`src/rtl/vote_pkg.sv`:
```
// ---------------------------------------------------------------------------
// vote_pkg: shared widths and state encoding for the vote count/readout blocks
// Rev 1.0
// ---------------------------------------------------------------------------
`default_nettype none

package vote_pkg;

  localparam int DEFAULT_COUNT_W = 8;
  localparam int NUM_CAND        = 4;
  localparam int CAND_ID_W       = 2;

  typedef enum logic [1:0] {
    IDLE = 2'd0,
    SEND = 2'd1,
    DONE = 2'd2
  } state_t;

endpackage

`default_nettype wire

```
`src/rtl/vote_max_tracker.sv`:
```
// ---------------------------------------------------------------------------
// vote_max_tracker: running maximum / winner / tie over a sequence of counts
// Rev 1.0
// ---------------------------------------------------------------------------
`default_nettype none

module vote_max_tracker
  import vote_pkg::*;
#(
  parameter int COUNT_W = DEFAULT_COUNT_W
) (
  input  logic                 clock,
  input  logic                 reset,
  input  logic                 init,
  input  logic                 update,
  input  logic [CAND_ID_W-1:0] id,
  input  logic [COUNT_W-1:0]   count,
  output logic [CAND_ID_W-1:0] result_id,
  output logic [COUNT_W-1:0]   result_count,
  output logic                 result_tie
);

  logic [CAND_ID_W-1:0] max_id;
  logic [COUNT_W-1:0]   max_count;
  logic                 max_tie;

  // Results include the update presented this cycle, so a caller can latch
  // the final answer on the same edge as the last record.
  always_comb begin
    result_id    = max_id;
    result_count = max_count;
    result_tie   = max_tie;
    if (update) begin
      if (init) begin
        result_id    = id;
        result_count = count;
        result_tie   = 1'b0;
      end else if (count > max_count) begin
        result_id    = id;
        result_count = count;
        result_tie   = 1'b0;
      end else if (count == max_count) begin
        result_tie   = 1'b1;
      end
    end
  end

  always_ff @(posedge clock) begin
    if (reset) begin
      max_id    <= '0;
      max_count <= '0;
      max_tie   <= 1'b0;
    end else begin
      max_id    <= result_id;
      max_count <= result_count;
      max_tie   <= result_tie;
    end
  end

endmodule

`default_nettype wire

```
`src/rtl/vote_result_reader.sv`:
```
// ---------------------------------------------------------------------------
// vote_result_reader: snapshots four counts, streams them, then reports winner
// Rev 1.0
// ---------------------------------------------------------------------------
`default_nettype none

module vote_result_reader
  import vote_pkg::*;
#(
  parameter int COUNT_W = DEFAULT_COUNT_W
) (
  input  logic                 clock,
  input  logic                 reset,
  input  logic                 mode,
  input  logic                 report_req,
  input  logic [COUNT_W-1:0]   cand1_vote_recvd,
  input  logic [COUNT_W-1:0]   cand2_vote_recvd,
  input  logic [COUNT_W-1:0]   cand3_vote_recvd,
  input  logic [COUNT_W-1:0]   cand4_vote_recvd,
  output logic                 busy,
  output logic                 rec_valid,
  input  logic                 rec_ready,
  output logic [CAND_ID_W-1:0] rec_cand_id,
  output logic [COUNT_W-1:0]   rec_count,
  output logic                 rec_last,
  output logic                 result_valid,
  output logic [CAND_ID_W-1:0] winner_id,
  output logic [COUNT_W-1:0]   winner_count,
  output logic                 tie
);

  localparam logic [CAND_ID_W-1:0] LAST_ID = CAND_ID_W'(NUM_CAND - 1);

  state_t               state;
  state_t               next_state;
  logic [CAND_ID_W-1:0] idx;
  logic [CAND_ID_W-1:0] idx_next;
  logic [COUNT_W-1:0]   snap [NUM_CAND];
  logic                 accept;
  logic                 fire;
  logic                 last_fire;

  logic [CAND_ID_W-1:0] trk_id;
  logic [COUNT_W-1:0]   trk_count;
  logic                 trk_tie;

  assign idx_next  = idx + CAND_ID_W'(1);
  assign last_fire = fire && (idx == LAST_ID);

  always_ff @(posedge clock) begin
    if (reset) state <= IDLE;
    else       state <= next_state;
  end

  always_comb begin
    next_state = state;
    accept     = 1'b0;
    fire       = 1'b0;
    case (state)
      IDLE: begin
        accept = report_req && mode;
        if (accept) next_state = SEND;
      end
      SEND: begin
        fire = rec_ready;
        if (fire && (idx == LAST_ID)) next_state = DONE;
      end
      DONE:    next_state = IDLE;
      default: next_state = IDLE;
    endcase
  end

  vote_max_tracker #(
    .COUNT_W (COUNT_W)
  ) u_max (
    .clock        (clock),
    .reset        (reset),
    .init         (idx == '0),
    .update       (fire),
    .id           (idx),
    .count        (snap[idx]),
    .result_id    (trk_id),
    .result_count (trk_count),
    .result_tie   (trk_tie)
  );

  // Record outputs are loaded one step ahead so every output is a flop.
  always_ff @(posedge clock) begin
    if (reset) begin
      idx          <= '0;
      for (int i = 0; i < NUM_CAND; i++) snap[i] <= '0;
      busy         <= 1'b0;
      rec_valid    <= 1'b0;
      rec_cand_id  <= '0;
      rec_count    <= '0;
      rec_last     <= 1'b0;
      result_valid <= 1'b0;
      winner_id    <= '0;
      winner_count <= '0;
      tie          <= 1'b0;
    end else begin
      case (state)
        IDLE: begin
          if (accept) begin
            snap[0]     <= cand1_vote_recvd;
            snap[1]     <= cand2_vote_recvd;
            snap[2]     <= cand3_vote_recvd;
            snap[3]     <= cand4_vote_recvd;
            idx         <= '0;
            busy        <= 1'b1;
            rec_valid   <= 1'b1;
            rec_cand_id <= '0;
            rec_count   <= cand1_vote_recvd;
            rec_last    <= 1'b0;
          end
        end
        SEND: begin
          if (last_fire) begin
            rec_valid    <= 1'b0;
            rec_last     <= 1'b0;
            result_valid <= 1'b1;
            winner_id    <= trk_id;
            winner_count <= trk_count;
            tie          <= trk_tie;
          end else if (fire) begin
            idx         <= idx_next;
            rec_cand_id <= idx_next;
            rec_count   <= snap[idx_next];
            rec_last    <= (idx_next == LAST_ID);
          end
        end
        DONE: begin
          result_valid <= 1'b0;
          busy         <= 1'b0;
        end
        default: begin
          result_valid <= 1'b0;
          busy         <= 1'b0;
          rec_valid    <= 1'b0;
        end
      endcase
    end
  end

endmodule

`default_nettype wire

```
`config.mk`:
```
export PLATFORM = sky130hd
export DESIGN_NAME = vote_result_reader
export DESIGN_NICKNAME = d
export VERILOG_FILES = /design/src/rtl/vote_pkg.sv /design/src/rtl/vote_max_tracker.sv /design/src/rtl/vote_result_reader.sv
export SDC_FILE = /design/constraint.sdc
export NUM_CORES = 1
export LEC_CHECK = 0
export BUFFER_PORTS_ARGS = -buffer_cell sky130_fd_sc_hd__buf_2
export CAP_MARGIN = 20
export CORE_MARGIN = 4
export CORE_UTILIZATION = 26
export DETAILED_ROUTE_END_ITERATION = 7
export GPL_ROUTABILITY_DRIVEN = 0
export MAX_ROUTING_LAYER = met4
export PLACE_DENSITY = 0.5
export SLEW_MARGIN = 15
export SYNTH_ARGS = -nofsm -noshare
export SYNTH_HDL_FRONTEND = slang
export SYNTH_SLANG_ARGS = --single-unit
```
`constraint.sdc`:
```
create_clock -name clock -period 4.77 [get_ports clock]
set_input_delay 0.7155 -clock clock [delete_from_list [all_inputs] [get_ports clock]]
set_output_delay 0.7155 -clock clock [all_outputs]
set_load 0.05 [all_outputs]
```
======== After elaboration in Yosys (flattened, before gate mapping) ========
Memory sizes are Yosys's and may differ from the RTL's. A register that Yosys moved wholly into a read port is not among the register bits.
Cells that the tools add are included.
Widths: inputs -> output; s select.
cells by class
  bitwise gates (word level) .............. 7
  multiplexer cells ....................... 45
  reduce and logical (&&, ||, !) cells .... 13
  magnitude comparators ................... 1
  $add $sub $neg .......................... 1
  eq/ne operators ......................... 12
operators with widths
  cell                 count
  $mux 8               10
  $mux 2               10
  $mux 1               18
  $pmux 8 s2           1
  $ne 2x2->1 const B   6
  $eq 8x8->1           1
  $gt 8x8->1           1
  $pmux 2 s2           2
  $reduce_and 2->1     4
  $eq 2x2->1 const B   3
  $pmux 1 s2           3
  $reduce_and 3->1     2
  $logic_not 2->1      2
  $or 1x1->1           4
  $reduce_and 4->1     1
  $logic_and 1x1->1    3
  $ne 3x3->1 const B   1
  $not 1->1            3
  $pmux 1 s3           1
  $add 2x1->2 const B  1
  $eq 2x1->1 const B   1
  $reduce_bool 2->1    1
storage, ports and cells
  register bits ........................... 38
  output and inout port bits .............. 25
  bits in writable memories ............... 32
  word-level logic and storage cells ...... 93
  memories ................................ 1
  input port bits ......................... 37
memories
  memory  words  width  read ports  clocked after Yosys merged registers in  write ports  line                      text
  snap    4      8      2           1                                        4            vote_result_reader.sv:38  logic [COUNT_W-1:0] snap [NUM_CAND];

======== Longest topological paths before layout ========
Gate-level depths: netlist of run 1.
  depth after elaboration ................. 7
  gate-level depth with buffers ........... 10

======== Hierarchy ========
From an unflattened synthesis of run 1, not the netlist that was laid out.
unflattened totals
  cell total of the unflattened synthesis .. 322
  area, all modules ....................... 3567.2 µm²
modules (own cells, without submodules)
  module              cells each  instances  area an instance (µm²)  seq. area each (µm²)
  vote_result_reader  236         1          2829.0                  1541.5
  vote_max_tracker    86          1          738.2                   220.2

======== Least setup slack after synthesis of run 1 ========
Ideal clock, no wire load.
  kind .................................... flip-flop to flip-flop
  from .................................... register (tool-made name)
  to ...................................... register winner_count[3]
  path slack .............................. 2126 ps
  clock period less this slack ............ 2644 ps
  data arrival time ....................... 2541 ps
  stages on the path, launching flop included .. 10
  path buffers ............................ 2
  setup time .............................. 103 ps
  cells stage by stage .................... dfxtp_1 buf_2 mux4_2 ha_1 nand4_2 a211o_1 a31oi_4 buf_4 nor3_1 a2111oi_2
RTL lines
  element               line                       text
  end signal, assigned  vote_result_reader.sv:123  winner_count <= trk_count;
  end, declared         vote_result_reader.sv:28   output logic [COUNT_W-1:0] winner_count,

==> flow_summary.yaml, run 1 <==
timing:
  maxSlewHeadroom_pct: 40.9
  finalSetupTns_ps: 0
  worst_pin_slew_ps: 886
  clock_skew_ps: 3.73
  hold_viol_final: 0
  fmax_mhz: 281
  layout_setup_ws_ps: 1210
  min_period_ps: 3560
  rsz0062_at_grt: "false"
  finalSetupViolCount: 0
  holdWs_ps: 467
  slew_violations: 0
  min_period_over_period_pct: 74.7
floorplan:
  core_region_area_mm2: 0.0132
  dieArea_mm2: 0.0153
  start_util_pct: 26.4
  die_x_um: 124
  fp.dieH_um: 124
  pin_count: 62
  placementRows: 42
cts:
  worstSkewPairLatency_ps: 330
  clk_pin_slew_worst_paths_ps: 50
  cts_num_sinks: 72
  cts_buffers: 9
  cts_tree: "built"
  htreeDepth: 3
  clk_path_buf_depth: 2
  cts_resized: 0
  cts-root-buf: "clkbuf_16"
  post_cts_buffers: 0
  holdBufCountCts: 0
layout:
  drive_gt1_share_pct: 30.1
  antenna_cells: 0
  multi_input_area_mm2: 0.00159
  synthToLayoutAreaGrowth_pct: 22.7
  nNetsFinal: 405
  seq_area_mm2: 0.00176
  nFillCells: 1310
grt:
  grt_max_degree: 41
  antenna_found_initial: 0
  overflow: 0
  grt_pass1_vias: 2385
  grt_pass1_wl_mm: 12.6
  grtUsageTotal_pct: 11.1
hold_path:
  hold_path.class: "reg2reg"
  hp-start: "rec_last"
worst_setup_path:
  crit_type: "reg2reg"
  critPathRequiredTime_ps: 5000
  crit_path_max_fanout: 20
  endpoint_kind: "flop"
  startpoint_type: "flop"
  worstPathArrival_ps: 3790
power_and_ir_drop:
  leakagePower_nw: 1.63
  p_sw_share_pct: 23.3
  combPwrFrac_pct: 10.8
  irDropWorstVdd_v: 0.000170
  seq_power_share_pct: 44.5
  p_switching_w: 0.000364
  p_total_w: 0.00156
  p_int_w: 0.00120
  power.density_mw_per_mm2: 365
  clockPowerShare_pct: 44.7
synthesis:
  synth_area_mm2: 0.00349
  ys_seq_area_share_pct: 50.5
  synth_seq_cells: 72
  avgSynthCellArea_um2: 11.7
  yosys_warnings: 0
  ys_types: 31
  synth_nets: 345
  syn_inst: 297
placed_design:
  io_buffer_count: 61
  dp_slack_ps: 1150
  dp_hpwl_mm: 5.62
outcome:
  status: "completed"
drt:
  via_per_inst: 4.47
  firstDrtPassIters: 4
  wl_per_cell_um: 14.6
  route.detailed.drc: 0
  drtAntennaViolNets: 0
  wirelength_mm: 7.86
  vias: 2405
  drt_iter0_drc: 92
job:
  cap_viol_max_count: 0
==> stage by stage <==
step                      instance area [µm²]  instances  util (%)
final                                    4280        538      32.4
after global routing                     4280        538      32.4
after CTS                                4280        538      32.4
after detailed placement                 3970        522      30.1
after global placement                   3970        522      30.1
after floorplan                          3490        297         -
==> final timing paths <==
path,cells after the start,slack [ps],end
worst max register to register,8,1210,winner_count[5]
worst max-delay path,8,1210,winner_count[5]
worst min-delay path,2,470,rec_last
worst min register to register,2,470,rec_last
==> logic make-up after synthesis <==
kind of cell	count (synthesis)	synth area share (%)
buffers and inverters	30	3.73
AO/OA/AOI/OAI	40	10.4
multiplexers	34	15.5
adder cells (fa/ha/maj)	11	3.95
flip-flops	72	50.5
AND/OR/NAND/NOR	110	15.9
==> power by group through the flow <==
stage | combinational [W] | sequential [W] | clock, W
final | 0.000169 | 0.000696 | 0.000698
after global routing | 0.000186 | 0.000700 | 0.000741
after CTS | 0.000171 | 0.000696 | 0.000717
after detailed placement | 0.000170 | 0.000709 | 0
after global placement | 0.000168 | 0.000709 | 0
after floorplan | 0.0000988 | 0.000727 | 0
==> registers in the layout (all words and copies together) (netlist names), 2 cells and up, named ones only <==
register / count
snap: 32
u_max.max_count: 8
winner_id: 2
winner_count: 8
idx: 2
u_max.max_id: 2
rec_count: 8
state: 2
==> cell usage after synthesis <==
cell,count,area (µm²)
a2111oi_2,10,150
a211o_1,1,8.76
a211oi_1,8,60.1
a21o_1,1,7.51
a21oi_1,10,50.1
a31oi_4,1,21.3
and2_1,32,200
and3_1,2,12.5
and3b_1,1,8.76
buf_1,2,7.51
buf_2,5,25.0
buf_4,3,22.5
clkbuf_1,8,30.0
dfxtp_1,40,801
edfxtp_1,32,961
ha_1,11,138
inv_1,12,45.0
mux2i_1,18,180
mux4_2,16,360
nand2_1,7,26.3
nand2b_1,4,25.0
nand3_1,4,20.0
nand3b_1,2,15.0
nand4_2,1,12.5
nor2_1,43,161
nor2b_1,1,6.26
nor3_1,13,65.1
o21a_1,2,15.0
o21ai_0,5,25.0
o21ai_2,1,8.76
o41ai_2,1,16.3
==> per-layer routing <==
metal / vias to the layer above / global-route usage [%] / wire (µm)
met3: 16 / 2.50 / 299
met1: 1133 / 15.5 / 4000
met4: 0 / 5.33 / 189
met2: 56 / 15.2 / 3380
met5: - / - / 0
li1: 1200 / - / -
==> final cells by class <==
class | count | area share, %
clock buffer | 12 | 5.53
clock inverter | 4 | 1.61
inverter | 12 | 1.05
multi-input combinational | 195 | 37.3
sequential | 72 | 41.2
tap | 176 | 5.15
timing repair buffer | 67 | 8.19
==> worst max-delay path: stages (launching register included) <==
cell	delay [ps]
dfxtp_1	640
mux4_2	620
ha_1	350
nand4_2	160
a211o_1	300
a31oi_4	630
buf_4	340
nor3_1	80
a2111oi_2	320
==> cells in the final DEF, fill, tap and decap left out, types with 2 or more instances in the layout <==
cell type,instances
mux4_2,16
o21ai_0,5
edfxtp_1,32
nand3_1,4
a211oi_1,8
a21oi_1,10
ha_1,11
buf_2,61
buf_4,6
a2111oi_2,10
dfxtp_1,40
and2_1,32
nand2b_1,4
nor2_1,43
mux2i_1,18
bufinv_16,2
o21a_1,2
nor3_1,13
clkbuf_16,9
nand2_1,7
clkbuf_1,3
inv_1,12
nand3b_1,2
and3_1,2
Note: power is estimated with default switching activity, not from simulation.
==> run 2: changes to the inputs <==
- clock period: 4.77 -> 3.7 ns (I/O delays scaled with it)
==> run 2 against run 1 <==
Critical path depth stayed put. Cell count is 0.74% higher. First-iteration DRC count is 12% lower. Clock skew is 6.3 ps higher. Setup slack worse by 690 ps. Register-to-register slack worse by 690 ps. Flip-flop and latch count stayed put. Hold slack hardly changed. Core utilization is 0.64 points higher. Critical endpoint is now winner_count[7]. Largest power group unchanged.
==> flow_summary.yaml, run 2 (same netlist as run 1, synthesis figures left out) <==
worst_setup_path:
  endpoint_kind: "flop"
  cpMaxStageDelayCell: "dfxtp_1"
  ff2ff_path_depth: 8
  path_cells: "mux4_2 > ha_1 > nand4_2 > a211o_1 > a31oi_4 > buf_12 > nor3_1 > a2111oi_2"
  cpPeakStageDelay_ps: 620
  critPathRequiredTime_ps: 3930
  crit_type: "reg2reg"
  startpoint_type: "flop"
  setup.worst_path.end: "winner_count[7]"
  worstReg2RegEnd: "winner_count[7]"
  reg2reg_slack_ps: 510
  worstPathArrival_ps: 3410
  crit_path_max_fanout: 17
timing:
  slew_violations: 0
  min_period_ps: 3190
  fmax_mhz: 314
  min_period_over_period_pct: 86.1
  clock_skew_ps: 10.0
  rsz0062_at_grt: "false"
  holdWs_ps: 466
  hold_viol_final: 0
  worst_pin_slew_ps: 843
  maxSlewHeadroom_pct: 43.6
  finalSetupTns_ps: 0
  finalSetupViolCount: 0
grt:
  antenna_found_initial: 0
  grt_max_degree: 33
  busiest_layer: "met1"
  overflow: 0
  grt_pass1_wl_mm: 13.1
  grt.met2_usage_pct: 15.9
  grtUsageTotal_pct: 11.5
  met3_usage_pct: 2.63
  grt_pass1_vias: 2476
  use_met1_pct: 16.3
floorplan:
  pin_count: 62
  core_region_area_mm2: 0.0132
  placementRows: 42
  start_util_pct: 26.4
  dieArea_mm2: 0.0153
  fp.dieH_um: 124
  die_x_um: 124
power_and_ir_drop:
  power.density_mw_per_mm2: 486
  p_int_w: 0.00164
  leakagePower_nw: 1.68
  irDropWorstVdd_v: 0.000238
  p_switching_w: 0.000480
  seq_power_share_pct: 42.3
  combPwrFrac_pct: 10.7
  clockPowerShare_pct: 47.0
  p_sw_share_pct: 22.7
cts:
  clk_path_buf_depth: 2
  cts-root-buf: "clkbuf_16"
  cts_tree: "built"
  htreeDepth: 3
  cts_buffers: 9
  holdBufCountCts: 0
  post_cts_buffers: 0
  clk_pin_slew_worst_paths_ps: 60
  cts_resized: 0
  cts_num_sinks: 72
  worstSkewPairLatency_ps: 330
layout:
  largest_reg_flops: 32
  mostFrequentLayoutCells: "buf_2, nor2_1, dfxtp_1"
  synthToLayoutAreaGrowth_pct: 25.1
  seq_area_mm2: 0.00176
  fin_area_mm2: 0.00436
  regMostFlops: "snap"
  layout.cells.most_common: "buf_2"
  final_util_pct: 33.1
  nFillCells: 1301
  layout.cells.non_filler: 542
  nNetsFinal: 409
  multi_input_area_mm2: 0.00159
  antenna_cells: 0
  drive_gt1_share_pct: 31.7
placed_design:
  dp_hpwl_mm: 6.06
  place_area_mm2: 0.00401
  post-place-cells: 526
  io_buffer_count: 61
hold_path:
  hold_path.class: "reg2reg"
  hp-start: "rec_last"
drt:
  via_per_inst: 4.57
  drt_iter0_drc: 81
  vias: 2479
  route.detailed.drc: 0
  drtAntennaViolNets: 0
  wirelength_mm: 8.08
  wl_per_cell_um: 14.9
  firstDrtPassIters: 4
outcome:
  status: "completed"
job:
  cap_viol_max_count: 0
==> run 2: cell types whose count changed in the layout (fill, tap and decap cells not counted) <==
cell,before,now
clkinv_1,1,0
buf_4,6,9
clkbuf_1,3,1
clkinv_4,0,1
buf_12,0,1
bufinv_16,2,3
clkbuf_8,0,1
==> run 2: area by class of cell <==
class                   instances  area share [%]
clock inverters                 5            2.38
flip-flops and latches         72            40.4
repair buffers                 71            9.01
inverters                      12            1.03
well taps                     176            5.05
multi-input cells             195            36.6
clock buffers                  11            5.57
==> run 2: power by group through the flow <==
stage	registers (W)	clock network [W]	logic, W
floorplan	0.000938	0	0.000127
global placement	0.000912	0	0.000223
detailed placement	0.000912	0	0.000227
CTS	0.000896	0.00102	0.000229
global route	0.000900	0.00106	0.000248
finish	0.000896	0.000996	0.000226
==> run 2: metal layers <==
| metal | vias to the layer above | routed length (µm) |
|---|---|---|
| met4 | 0 | 121 |
| met5 | - | 0 |
| met2 | 70 | 3600 |
| li1 | 1209 | - |
| met3 | 10 | 343 |
| met1 | 1190 | 4020 |
==> run 2: through the flow <==
stage               total power (W)  setup slack (ps)
global route                0.00221               264
global placement            0.00114               588
finish                      0.00212               514
detailed placement          0.00114               479
CTS                         0.00214               461
floorplan                   0.00107              1060
==> run 2: worst max-delay path: cells and delay by family (launching register included) <==
kind            cells  cell delay (ps)
compound gates      3             1040
flops               1              620
mux                 1              620
fa+ha+maj           1              360
simple gates        2              230
buf+inv             1              210
==> run 2: worst min path at each step <==
stage | endpoint | slack (ps) | cells past startpoint
global placement | u_max.max_tie | 450 | 2
floorplan | u_max.max_tie | 450 | 2
finish | rec_last | 470 | 2
global route | rec_last | 490 | 2
detailed placement | rec_last | 460 | 2
CTS | rec_last | 470 | 2
